$ cat config.mk
export PLATFORM = sky130hd
export DESIGN_NAME = iot_riscv_wb_stage
export DESIGN_NICKNAME = d
export VERILOG_FILES = /design/src/rtl/iot_riscv_wb_stage.sv
export SDC_FILE = /design/constraint.sdc
export NUM_CORES = 1
export LEC_CHECK = 0
export CORE_MARGIN = 4
export CORE_UTILIZATION = 25
export DETAILED_ROUTE_END_ITERATION = 8
export GPL_TIMING_DRIVEN = 0
export PLACE_DENSITY = 0.54
export REMOVE_ABC_BUFFERS = 1
export SLEW_MARGIN = 20
export SYNTH_ARGS = -nofsm -noshare
export SYNTH_HDL_FRONTEND = slang
export SYNTH_SLANG_ARGS = --single-unit
$ cat constraint.sdc
create_clock -name main_clk_i -period 3.6 [get_ports main_clk_i]
set_input_delay 0.36 -clock main_clk_i [delete_from_list [all_inputs] [get_ports main_clk_i]]
set_output_delay 0.36 -clock main_clk_i [all_outputs]
set_load 0.005 [all_outputs]
$ cat src/rtl/iot_riscv_wb_stage.sv
// ============================================================================
// Module   : iot_riscv_wb_stage
// Brief    : Writeback stage: retires ALU results, waits for load responses,
//            aligns/sign-extends load data, drives regfile write + forwarding.
//            Optional load watchdog under `IOT_RISCV_WB_TIMEOUT_EN.
// Revision : 1.0 - initial release
// ============================================================================
`default_nettype none

module iot_riscv_wb_stage #(
    parameter int unsigned TIMEOUT_CYCLES = 255
) (
    input  logic        main_clk_i,
    input  logic        main_rst_i,
    input  logic        ex_valid_i,
    output logic        ex_ready_o,
    input  logic        ex_rd_we_i,
    input  logic [4:0]  ex_rd_index_i,
    input  logic [31:0] ex_result_i,
    input  logic        ex_load_i,
    input  logic [1:0]  ex_load_size_i,
    input  logic        ex_load_unsigned_i,
    input  logic [1:0]  ex_addr_lsb_i,
    input  logic        dmem_rvalid_i,
    input  logic [31:0] dmem_rdata_i,
    input  logic        dmem_err_i,
    input  logic [4:0]  id_ra_index_i,
    input  logic [4:0]  id_rb_index_i,
    output logic [4:0]  rd_index_o,
    output logic [31:0] rd_value_o,
    output logic        rd_we_o,
    output logic [31:0] fwd_data_o,
    output logic        fwd_a_en_o,
    output logic        fwd_b_en_o,
    output logic        load_stall_o,
    output logic        lsu_fault_o
);

    typedef enum logic [0:0] {
        ST_IDLE      = 1'b0,
        ST_WAIT_LOAD = 1'b1
    } state_t;

    state_t      r_state;
    logic [4:0]  r_pend_idx;
    logic        r_pend_we;
    logic [1:0]  r_pend_size;
    logic        r_pend_uns;
    logic [1:0]  r_pend_lsb;
    logic [4:0]  r_rd_index;
    logic [31:0] r_rd_value;
    logic        r_rd_we;
    logic        r_fault;

    logic        w_xfer;
    logic        w_misaligned;
    logic        w_load_start;
    logic        w_tmo_expired;
    logic [7:0]  w_byte;
    logic [15:0] w_half;
    logic [31:0] w_load_value;

    assign w_xfer       = ex_valid_i & (r_state == ST_IDLE);
    assign w_misaligned = ((ex_load_size_i == 2'd1) & ex_addr_lsb_i[0])
                        | ((ex_load_size_i == 2'd2) & (ex_addr_lsb_i != 2'd0))
                        |  (ex_load_size_i == 2'd3);
    assign w_load_start = w_xfer & ex_load_i & ~w_misaligned;

    always_comb begin
        w_byte = dmem_rdata_i[7:0];
        case (r_pend_lsb)
            2'd1:    w_byte = dmem_rdata_i[15:8];
            2'd2:    w_byte = dmem_rdata_i[23:16];
            2'd3:    w_byte = dmem_rdata_i[31:24];
            default: w_byte = dmem_rdata_i[7:0];
        endcase
        w_half = r_pend_lsb[1] ? dmem_rdata_i[31:16] : dmem_rdata_i[15:0];
        case (r_pend_size)
            2'd0:    w_load_value = {{24{~r_pend_uns & w_byte[7]}}, w_byte};
            2'd1:    w_load_value = {{16{~r_pend_uns & w_half[15]}}, w_half};
            default: w_load_value = dmem_rdata_i;
        endcase
    end

`ifdef IOT_RISCV_WB_TIMEOUT_EN
    logic [15:0] r_tmo_cnt;

    // Expiry is flagged in the cycle the count would reach the limit, so the
    // fault appears TIMEOUT_CYCLES cycles after entering WAIT_LOAD.
    assign w_tmo_expired = (r_tmo_cnt == 16'(TIMEOUT_CYCLES - 1));

    always_ff @(posedge main_clk_i or posedge main_rst_i) begin
        if (main_rst_i) begin
            r_tmo_cnt <= 16'd0;
        end else if (w_load_start) begin
            r_tmo_cnt <= 16'd0;
        end else if ((r_state == ST_WAIT_LOAD) && !dmem_rvalid_i) begin
            r_tmo_cnt <= r_tmo_cnt + 16'd1;
        end
    end
`else
    logic w_unused_timeout;

    assign w_tmo_expired    = 1'b0;
    assign w_unused_timeout = ^16'(TIMEOUT_CYCLES);
`endif

    always_ff @(posedge main_clk_i or posedge main_rst_i) begin
        if (main_rst_i) begin
            r_state     <= ST_IDLE;
            r_pend_idx  <= 5'd0;
            r_pend_we   <= 1'b0;
            r_pend_size <= 2'd0;
            r_pend_uns  <= 1'b0;
            r_pend_lsb  <= 2'd0;
            r_rd_index  <= 5'd0;
            r_rd_value  <= 32'd0;
            r_rd_we     <= 1'b0;
            r_fault     <= 1'b0;
        end else begin
            r_rd_we <= 1'b0;
            r_fault <= 1'b0;
            case (r_state)
                ST_IDLE: begin
                    if (w_xfer) begin
                        if (!ex_load_i) begin
                            r_rd_we    <= ex_rd_we_i & (ex_rd_index_i != 5'd0);
                            r_rd_index <= ex_rd_index_i;
                            r_rd_value <= ex_result_i;
                        end else if (w_misaligned) begin
                            r_fault <= 1'b1;
                        end else begin
                            r_pend_idx  <= ex_rd_index_i;
                            r_pend_we   <= ex_rd_we_i;
                            r_pend_size <= ex_load_size_i;
                            r_pend_uns  <= ex_load_unsigned_i;
                            r_pend_lsb  <= ex_addr_lsb_i;
                            r_state     <= ST_WAIT_LOAD;
                        end
                    end
                end
                ST_WAIT_LOAD: begin
                    // A response arriving together with watchdog expiry wins.
                    if (dmem_rvalid_i) begin
                        r_state <= ST_IDLE;
                        if (dmem_err_i) begin
                            r_fault <= 1'b1;
                        end else begin
                            r_rd_we    <= r_pend_we & (r_pend_idx != 5'd0);
                            r_rd_index <= r_pend_idx;
                            r_rd_value <= w_load_value;
                        end
                    end else if (w_tmo_expired) begin
                        r_state <= ST_IDLE;
                        r_fault <= 1'b1;
                    end
                end
                default: r_state <= ST_IDLE;
            endcase
        end
    end

    assign ex_ready_o   = (r_state == ST_IDLE);
    assign rd_index_o   = r_rd_index;
    assign rd_value_o   = r_rd_value;
    assign rd_we_o      = r_rd_we;
    assign lsu_fault_o  = r_fault;
    assign fwd_data_o   = r_rd_value;
    assign fwd_a_en_o   = r_rd_we & (r_rd_index == id_ra_index_i);
    assign fwd_b_en_o   = r_rd_we & (r_rd_index == id_rb_index_i);
    assign load_stall_o = (r_state == ST_WAIT_LOAD) & r_pend_we & (r_pend_idx != 5'd0)
                        & ((r_pend_idx == id_ra_index_i) | (r_pend_idx == id_rb_index_i));

endmodule

`default_nettype wire

==> metrics.log, run 1 <==
INFO  metric run_status = complete, no violations
INFO  metric cts.sinks = roughly 50
INFO  metric via_count = between 3000 and 4000
INFO  metric timing.hold.ws = slightly above 500 ps
INFO  metric critical_path.startpoint_type = flop
INFO  metric overall_die_area = roughly 0.015 mm^2
INFO  metric post_synth_mux_area_share = 0.107
INFO  metric yosysWarnings = 0
INFO  metric cap_viol_max_count = 0
INFO  metric top_cell_type_s_share_of_synthesized_area = 0.384
INFO  metric period_minus_slack = approximately 3000 ps
INFO  metric tritoncts_clock_tree = yes
INFO  metric power_density = 479 mW/mm^2
INFO  metric average_cell_area_after_synthesis = about 8.7 um^2
INFO  metric path_class = reg -> reg
INFO  metric die_w = 123 um
INFO  metric vias_per_cell = between 4 and 5
INFO  metric yosysSeqAreaShare = 0.384
INFO  metric synthSimpleGateAreaFrac = 0.133
INFO  metric initial_core_util = 0.259
INFO  metric fp_rows = 41
INFO  metric clk_path_buf_depth = 2
INFO  metric postSynthCellCount = ~380
INFO  metric diodes = 0
INFO  metric detail_route.iter0.violations = 172
INFO  metric dp_hpwl = just over 9000 um
INFO  metric post_synth_main_area_contributors = sky130_fd_sc_hd__dfrtp_1 38%, sky130_fd_sc_hd__buf_4 7.5%, sky130_fd_sc_hd__nand2_1 6.9%
INFO  metric post_synth_edffs = 0
INFO  metric min-delay-path-class = reg -> reg
INFO  metric clockRootBuffer = sky130_fd_sc_hd__clkbuf_16
INFO  metric tritoncts.num_buffers = 5
INFO  metric remaining_drc_errors = 0
INFO  metric synth_top_family_by_area = compound AO/OA/AOI/OAI gates
INFO  metric post_cts.resized_instances = 0
INFO  metric finish.utilization = 0.396
INFO  metric worstPathMaxFanout = 21
INFO  metric area.growth.synth_to_final = 53.0%
INFO  metric insertion_delay = 290 ps
INFO  metric die_h = 123 um
INFO  metric final_max_slew_viol_count = 0
INFO  metric synth_area = between 0.003 and 0.004 mm^2
INFO  metric cp_slowest_stage_delay = ~900 ps
INFO  metric filler_cell_count = 1293
INFO  metric synth-xor-area-share = 0.0527
INFO  metric boundaryPins = between 150 and 200
INFO  metric synth.distinct_cells = 37
INFO  metric place.port_buffers = 165
INFO  metric worstPathRequired = about 3800 ps
INFO  metric worstPathCellList = nand2b_1 > o32a_4 > a211oi_4 > o22ai_1 > o21ai_0
INFO  metric most_area_hungry_cell_type_in_the_yosys_netlist = sky130_fd_sc_hd__dfrtp_1
INFO  metric core_region_area = roughly 0.013 mm^2
INFO  metric cp.buffers_inverters = 0
INFO  metric route.antenna.remaining_nets = 0
INFO  metric first_global_vias = 3387
INFO  metric synth_most_common_cell = sky130_fd_sc_hd__nand2_1
INFO  metric post_cts_buffers = 0
INFO  metric initial_antenna_violation_count = 0
INFO  metric nets = 590
INFO  metric critical_path_arrival = 3210 ps
INFO  metric synth_commonest_cells = 61 x sky130_fd_sc_hd__nand2_1, 51 x sky130_fd_sc_hd__dfrtp_1, 45 x sky130_fd_sc_hd__o21ai_0, 33 x sky130_fd_sc_hd__buf_4, 28 x sky130_fd_sc_hd__a21oi_1
INFO  metric critPathSlowestCell = sky130_fd_sc_hd__dfrtp_1
INFO  metric grt_setup_unrepaired = no
INFO  metric route.final.wire_length = around 12000 um
INFO  metric final_layout_size_suffix_gt1_frac = 0.0800
INFO  metric worst_clock_skew = 5.58 ps
INFO  metric gp_congestion = approximately 0.80
INFO  metric hold_buf_cts = 0
INFO  metric synth_compound_gate_area_share = 0.215
INFO  metric fmax = approximately 0.33 GHz
INFO  metric report.final.hold_viol_count = 0
INFO  metric tightestPinTransition = between 1000 and 1500 ps
INFO  metric globalRouteTotalUtil = 0.159
INFO  metric drtPass1Iterations = 4
INFO  metric endpoint_kind = flop
INFO  metric avgRoutedWirePerCell = around 18 um
INFO  metric ys.flop_type = sky130_fd_sc_hd__dfrtp_1
INFO  metric globalRoute.totalOverflow = 0
INFO  metric synth_fa_ha_area_frac = 0
INFO  metric grt_start_max_net_pins = 52
INFO  metric grt_pass1_wl = ~19000 um
INFO  metric flop_and_latch_count_out_of_synthesis = 51
INFO  metric cts_htree_levels = 2
INFO  metric ir_drop = 0.000171 V
INFO  metric relSlewSlack = 0.232
INFO  metric async_flop_share = 1.00
INFO  metric setup-violations-final = 0
INFO  metric min_period_over_period = 0.834
INFO  metric clock_pin_transition_on_the_worst_setup_and_hold_timing_paths = about 70 ps
INFO  metric worst_path_dominant_cell_family = compound AO/OA/AOI/OAI gates
INFO  metric total_leakage_power = approximately 2.0 nW
per-layer routing:
metal	GRT usage	up-vias	routed length [um]
li1	-	1562	-
met1	0.192	1525	4820
met2	0.282	121	6130
met3	0.0389	10	975
met4	0.0381	0	148
met5	0	-	0
cell type report:
type / instances / area, um^2 / area share
inverters: 3 / 13.8 / 0.00271
clock inverters: 3 / 25.0 / 0.00492
repair buffers: 168 / 1730 / 0.340
multi-input cells: 270 / 1700 / 0.334
flip-flops and latches: 51 / 1280 / 0.251
well taps: 172 / 215 / 0.0423
clock buffers: 5 / 125 / 0.0246
worst paths after layout:
kind	startpoint	to	slack, ps	depth (start not counted)
max in group asynchronous	main_rst_i	r_pend_size[1]	2590	2
min in group asynchronous	main_rst_i	fwd_data_o[21]	520	2
worst max register to register	r_pend_lsb[1]	fwd_data_o[26]	600	5
worst max-delay path	r_pend_lsb[1]	fwd_data_o[26]	600	5
worst min-delay path	fwd_data_o[27]	fwd_data_o[27]	500	2
worst min register to register	fwd_data_o[27]	fwd_data_o[27]	500	2
cells in the final DEF, fill, tap and decap left out, types with 2 or more instances in the layout:
cell type	n
sky130_fd_sc_hd__clkdlybuf4s50_1	165
sky130_fd_sc_hd__nand2_1	61
sky130_fd_sc_hd__dfrtp_1	49
sky130_fd_sc_hd__o21ai_0	45
sky130_fd_sc_hd__a21oi_1	28
sky130_fd_sc_hd__mux2_2	20
sky130_fd_sc_hd__o22ai_1	16
sky130_fd_sc_hd__xor2_1	14
sky130_fd_sc_hd__mux2i_1	13
sky130_fd_sc_hd__o21ai_1	12
sky130_fd_sc_hd__and3_1	10
sky130_fd_sc_hd__a22oi_1	7
sky130_fd_sc_hd__xnor2_1	6
sky130_fd_sc_hd__o221ai_1	6
sky130_fd_sc_hd__clkbuf_16	5
sky130_fd_sc_hd__nor2_1	4
sky130_fd_sc_hd__nand3_1	4
sky130_fd_sc_hd__nor3_1	3
sky130_fd_sc_hd__inv_1	2
sky130_fd_sc_hd__nand2b_1	2
sky130_fd_sc_hd__nor2b_1	2
sky130_fd_sc_hd__nor4_1	2
sky130_fd_sc_hd__or4_1	2
sky130_fd_sc_hd__clkinv_4	2
sky130_fd_sc_hd__buf_16	2
sky130_fd_sc_hd__dfrtp_2	2
stage by stage:
| step | setup WS, ps | area (um^2) | TNS [ps] | total power (W) | cells |
|---|---|---|---|---|---|
| 4_1_cts | 436 | 5080 | 0 | 0.00247 | 672 |
| 6_report | 599 | 5080 | 0 | 0.00243 | 672 |
| 3_3_place_gp | -2560 | 4840 | -91580 | 0.00194 | 661 |
| 2_1_floorplan | -315 | 2970 | -9470 | 0.00129 | 324 |
| 3_5_place_dp | 492 | 4930 | 0 | 0.00198 | 664 |
| 5_1_grt | 229 | 5080 | 0 | 0.00262 | 672 |
cells by family (layout without fill, tap and decap cells):
group	count (synthesis)	count (layout)
flip-flops	51	51
AO/OA/AOI/OAI	121	121
multiplexers	33	33
AND/OR/NAND/NOR	96	96
XOR/XNOR	20	20
buffers and inverters	60	179
sequential cells by signal, summed over array words and instances, names as in the netlist:
name         cells
fwd_data_o      32
lsu_fault_o      1
r_pend_idx       5
r_pend_lsb       2
r_pend_size      2
r_pend_uns       1
r_pend_we        1
r_state          1
rd_index_o       5
rd_we_o          1
worst reg2reg max path, stage by stage, from the launching register on:
cell and delay [ps]:
sky130_fd_sc_hd__dfrtp_1 880, sky130_fd_sc_hd__nand2b_1 460, sky130_fd_sc_hd__o32a_4 460, sky130_fd_sc_hd__a211oi_4 750, sky130_fd_sc_hd__o22ai_1 170, sky130_fd_sc_hd__o21ai_0 200
power by group:
part / switching (W) / total [W] / internal, W / leakage (nW)
registers: 0.000212 / 0.000921 / 0.000709 / 0.626
clock network: 0.000230 / 0.000490 / 0.000261 / 0.0700
logic: 0.000389 / 0.00102 / 0.000635 / 1.32
total: 0.000831 / 0.00243 / 0.00160 / 2.01
Power figures use the tool's default switching activity.
==> run 2, diff against run 1 <==
Clock period 3.6 ns to 2.82 ns, I/O delays scaled along.
==> run 2 against run 1 <==
Compared with the run above: critical path depth rose by 1; die area did not move; clock power rose by 28%; final cell count up 0.15%; critical path type unchanged.
==> metrics.log, run 2 (synthesis results as in run 1) <==
INFO  metric remaining_drc_errors = 0 (unchanged)
INFO  metric min-delay-path-class = in -> async (was reg -> reg)
INFO  metric drtPass1Iterations = 5 (was 4)
INFO  metric power_density = 613 mW/mm^2 (was 479 mW/mm^2)
INFO  metric clk_path_buf_depth = 2 (unchanged)
INFO  metric via_count = 3253 (was 3218)
INFO  metric cap_viol_max_count = 0 (unchanged)
INFO  metric globalRouteTotalUtil = 0.159 (about the same)
INFO  metric die_w = 123 um (unchanged)
INFO  metric share_clk_of_total_power = 0.201 (about the same)
INFO  metric avgRoutedWirePerCell = 18.0 um (about the same)
INFO  metric worst_clock_skew = 5.56 ps (was 5.58 ps)
INFO  metric cts.sinks = 51 (unchanged)
INFO  metric tritoncts.num_buffers = 5 (unchanged)
INFO  metric grt_setup_unrepaired = no (unchanged)
INFO  metric nets = 591 (was 590)
INFO  metric reg2reg_from = r_pend_lsb[1] (unchanged)
INFO  metric path_class = reg -> reg (unchanged)
INFO  metric critical_path.startpoint_type = flop (unchanged)
INFO  metric tightestPinTransition = 1130 ps (was 1150 ps)
INFO  metric clock_pin_transition_on_the_worst_setup_and_hold_timing_paths = 70 ps (about the same)
INFO  metric relSlewSlack = 0.246 (was 0.232)
INFO  metric cts_htree_levels = 2 (unchanged)
INFO  metric fmax = 0.377 GHz (was 0.333 GHz)
INFO  metric dp_hpwl = 9060 um (unchanged)
INFO  metric sequentialPowerShare = 0.376 (was 0.378)
INFO  metric overall_die_area = 0.0152 mm^2 (unchanged)
INFO  metric die_h = 123 um (unchanged)
INFO  metric first_global_vias = 3398 (was 3387)
INFO  metric mostFrequentLayoutCell = sky130_fd_sc_hd__clkdlybuf4s50_1 (unchanged)
INFO  metric netSwitchingFraction = 0.342 (was 0.341)
INFO  metric commonest_non_fill_non_tap_cells_in_the_layout = 165 x sky130_fd_sc_hd__clkdlybuf4s50_1, 61 x sky130_fd_sc_hd__nand2_1, 49 x sky130_fd_sc_hd__dfrtp_1, 45 x sky130_fd_sc_hd__o21ai_0, 28 x sky130_fd_sc_hd__a21oi_1 (unchanged)
INFO  metric post_detailed_placement_cell_area = 0.00493 mm^2 (unchanged)
INFO  metric clockRootBuffer = sky130_fd_sc_hd__clkbuf_16 (unchanged)
INFO  metric postLayoutCellArea = 0.00511 mm^2 (was 0.00508 mm^2)
INFO  metric end_of_the_worst_register_to_register_path = fwd_data_o[26] (unchanged)
INFO  metric tritoncts_clock_tree = yes (unchanged)
INFO  metric place.port_buffers = 165 (unchanged)
INFO  metric diodes = 0 (unchanged)
INFO  metric fp_rows = 41 (unchanged)
INFO  metric route.antenna.remaining_nets = 0 (unchanged)
INFO  metric route.final.wire_length = 12100 um (about the same)
INFO  metric initial_core_util = 0.259 (unchanged)
INFO  metric area.growth.synth_to_final = 53.8% (was 53.0%)
INFO  metric boundaryPins = 166 (unchanged)
INFO  metric endpoint_kind = flop (unchanged)
INFO  metric report.final.hold_viol_count = 0 (unchanged)
INFO  metric pwr-share-comb = 0.423 (was 0.420)
INFO  metric filler_cell_count = 1289 (was 1293)
INFO  metric total_leakage_power = 2.02 nW (was 2.01 nW)
INFO  metric final_layout_size_suffix_gt1_frac = 0.0858 (was 0.0800)
INFO  metric min_period_over_period = 0.940 (was 0.834)
INFO  metric worstPathRequired = 3030 ps (was 3810 ps)
INFO  metric finalSetupTns = 0 ps (unchanged)
INFO  metric period_minus_slack = 2650 ps (was 3000 ps)
INFO  metric r2r_slack = 170 ps (was 600 ps)
INFO  metric core_region_area = 0.0128 mm^2 (unchanged)
INFO  metric insertion_delay = 290 ps (about the same)
INFO  metric worstPathMaxFanout = 21 (unchanged)
INFO  metric grt_start_max_net_pins = 52 (unchanged)
INFO  metric detail_route.iter0.violations = 200 (was 172)
INFO  metric vias_per_cell = 4.83 (was 4.79)
INFO  metric gp_congestion = 0.805 (unchanged)
INFO  metric final_max_slew_viol_count = 0 (unchanged)
INFO  metric run_status = complete, no violations (unchanged)
INFO  metric netSwitchingPower = 0.00107 W (was 0.000831 W)
INFO  metric globalRoute.totalOverflow = 0 (unchanged)
INFO  metric setup-violations-final = 0 (unchanged)
INFO  metric grt_pass1_wl = 18600 um (about the same)
INFO  metric initial_antenna_violation_count = 0 (unchanged)
INFO  metric flip_flop_count_of_the_largest_register_after_layout = 32 (unchanged)
INFO  metric reg2reg_depth = 6 (was 5)
INFO  metric cellInternalPower = 0.00206 W (was 0.00160 W)
INFO  metric ir_drop = 0.000220 V (was 0.000171 V)
INFO  metric critical_path_arrival = 2860 ps (was 3210 ps)
run 2: cell types whose count changed in the layout (fill, tap and decap cells not counted):
cell,previous run,this run
sky130_fd_sc_hd__buf_12,1,2
sky130_fd_sc_hd__nor2_1,4,3
sky130_fd_sc_hd__nor2_2,0,1
sky130_fd_sc_hd__o21ai_1,12,11
sky130_fd_sc_hd__o21ai_2,1,2
run 2: power groups by stage:
stage          combinational, W  clock [W]  sequential (W)
6_report                0.00133   0.000629         0.00118
3_3_place_gp            0.00128          0         0.00119
5_1_grt                 0.00147   0.000677         0.00122
3_5_place_dp            0.00133          0         0.00120
2_1_floorplan          0.000492          0         0.00115
4_1_cts                 0.00135   0.000646         0.00118
run 2: worst max-delay path, stage by stage (launching register included):
cell	delay, ps
sky130_fd_sc_hd__dfrtp_1	890
sky130_fd_sc_hd__nand2b_1	470
sky130_fd_sc_hd__o32a_4	470
sky130_fd_sc_hd__a211oi_4	280
sky130_fd_sc_hd__buf_12	190
sky130_fd_sc_hd__o22ai_1	80
sky130_fd_sc_hd__o21ai_0	170
run 2: through the flow:
step | std cells | setup slack [ps] | utilization | total power (W) | hold WS [ps]
finish | 673 | 168 | 0.399 | 0.00313 | 437
floorplan | 324 | -1100 | - | 0.00164 | 378
detailed placement | 664 | -288 | 0.384 | 0.00252 | 500
CTS | 673 | 57.6 | 0.398 | 0.00317 | 481
global route | 673 | 7.51 | 0.399 | 0.00336 | 505
global placement | 661 | -3340 | 0.377 | 0.00247 | 484
run 2: how the worst max path moves through the flow:
| stage | start | end | slack (ps) |
|---|---|---|---|
| floorplan | r_state | fwd_data_o[0] | -1100 |
| global placement | r_state | fwd_data_o[5] | -3340 |
| detailed placement | r_pend_size[1] | fwd_data_o[22] | -290 |
| CTS | r_pend_size[1] | fwd_data_o[2] | 60 |
| global route | r_pend_lsb[1] | fwd_data_o[26] | 8 |
| finish | r_pend_lsb[1] | fwd_data_o[26] | 170 |
run 2: repair_timing:
item | 4_1_cts | 5_1_grt
endpoints found under the setup margin | 20 | 1
setup buffers | 1 | 0
pin swaps | 1 | 0
endpoints found under the hold margin | 0 | 0
resized for setup | 1 | 1
hold buffers | 0 | 0
run 2: per-layer routing:
layer  vias up  share of wire  GRT usage
met5         -              0          0
met4         0          0.012     0.0394
met3        14          0.075     0.0375
met2       137           0.50      0.281
met1      1535           0.41      0.195
li1       1567              -          -
run 2: area by class of cell:
class	count	area, um^2	share of cell area
repair buffers	169	1750	0.342
clock inverters	3	25.0	0.00490
flip-flops and latches	51	1280	0.250
multi-input cells	270	1710	0.334
well taps	172	215	0.0421
inverters	3	13.8	0.00269
clock buffers	5	125	0.0245
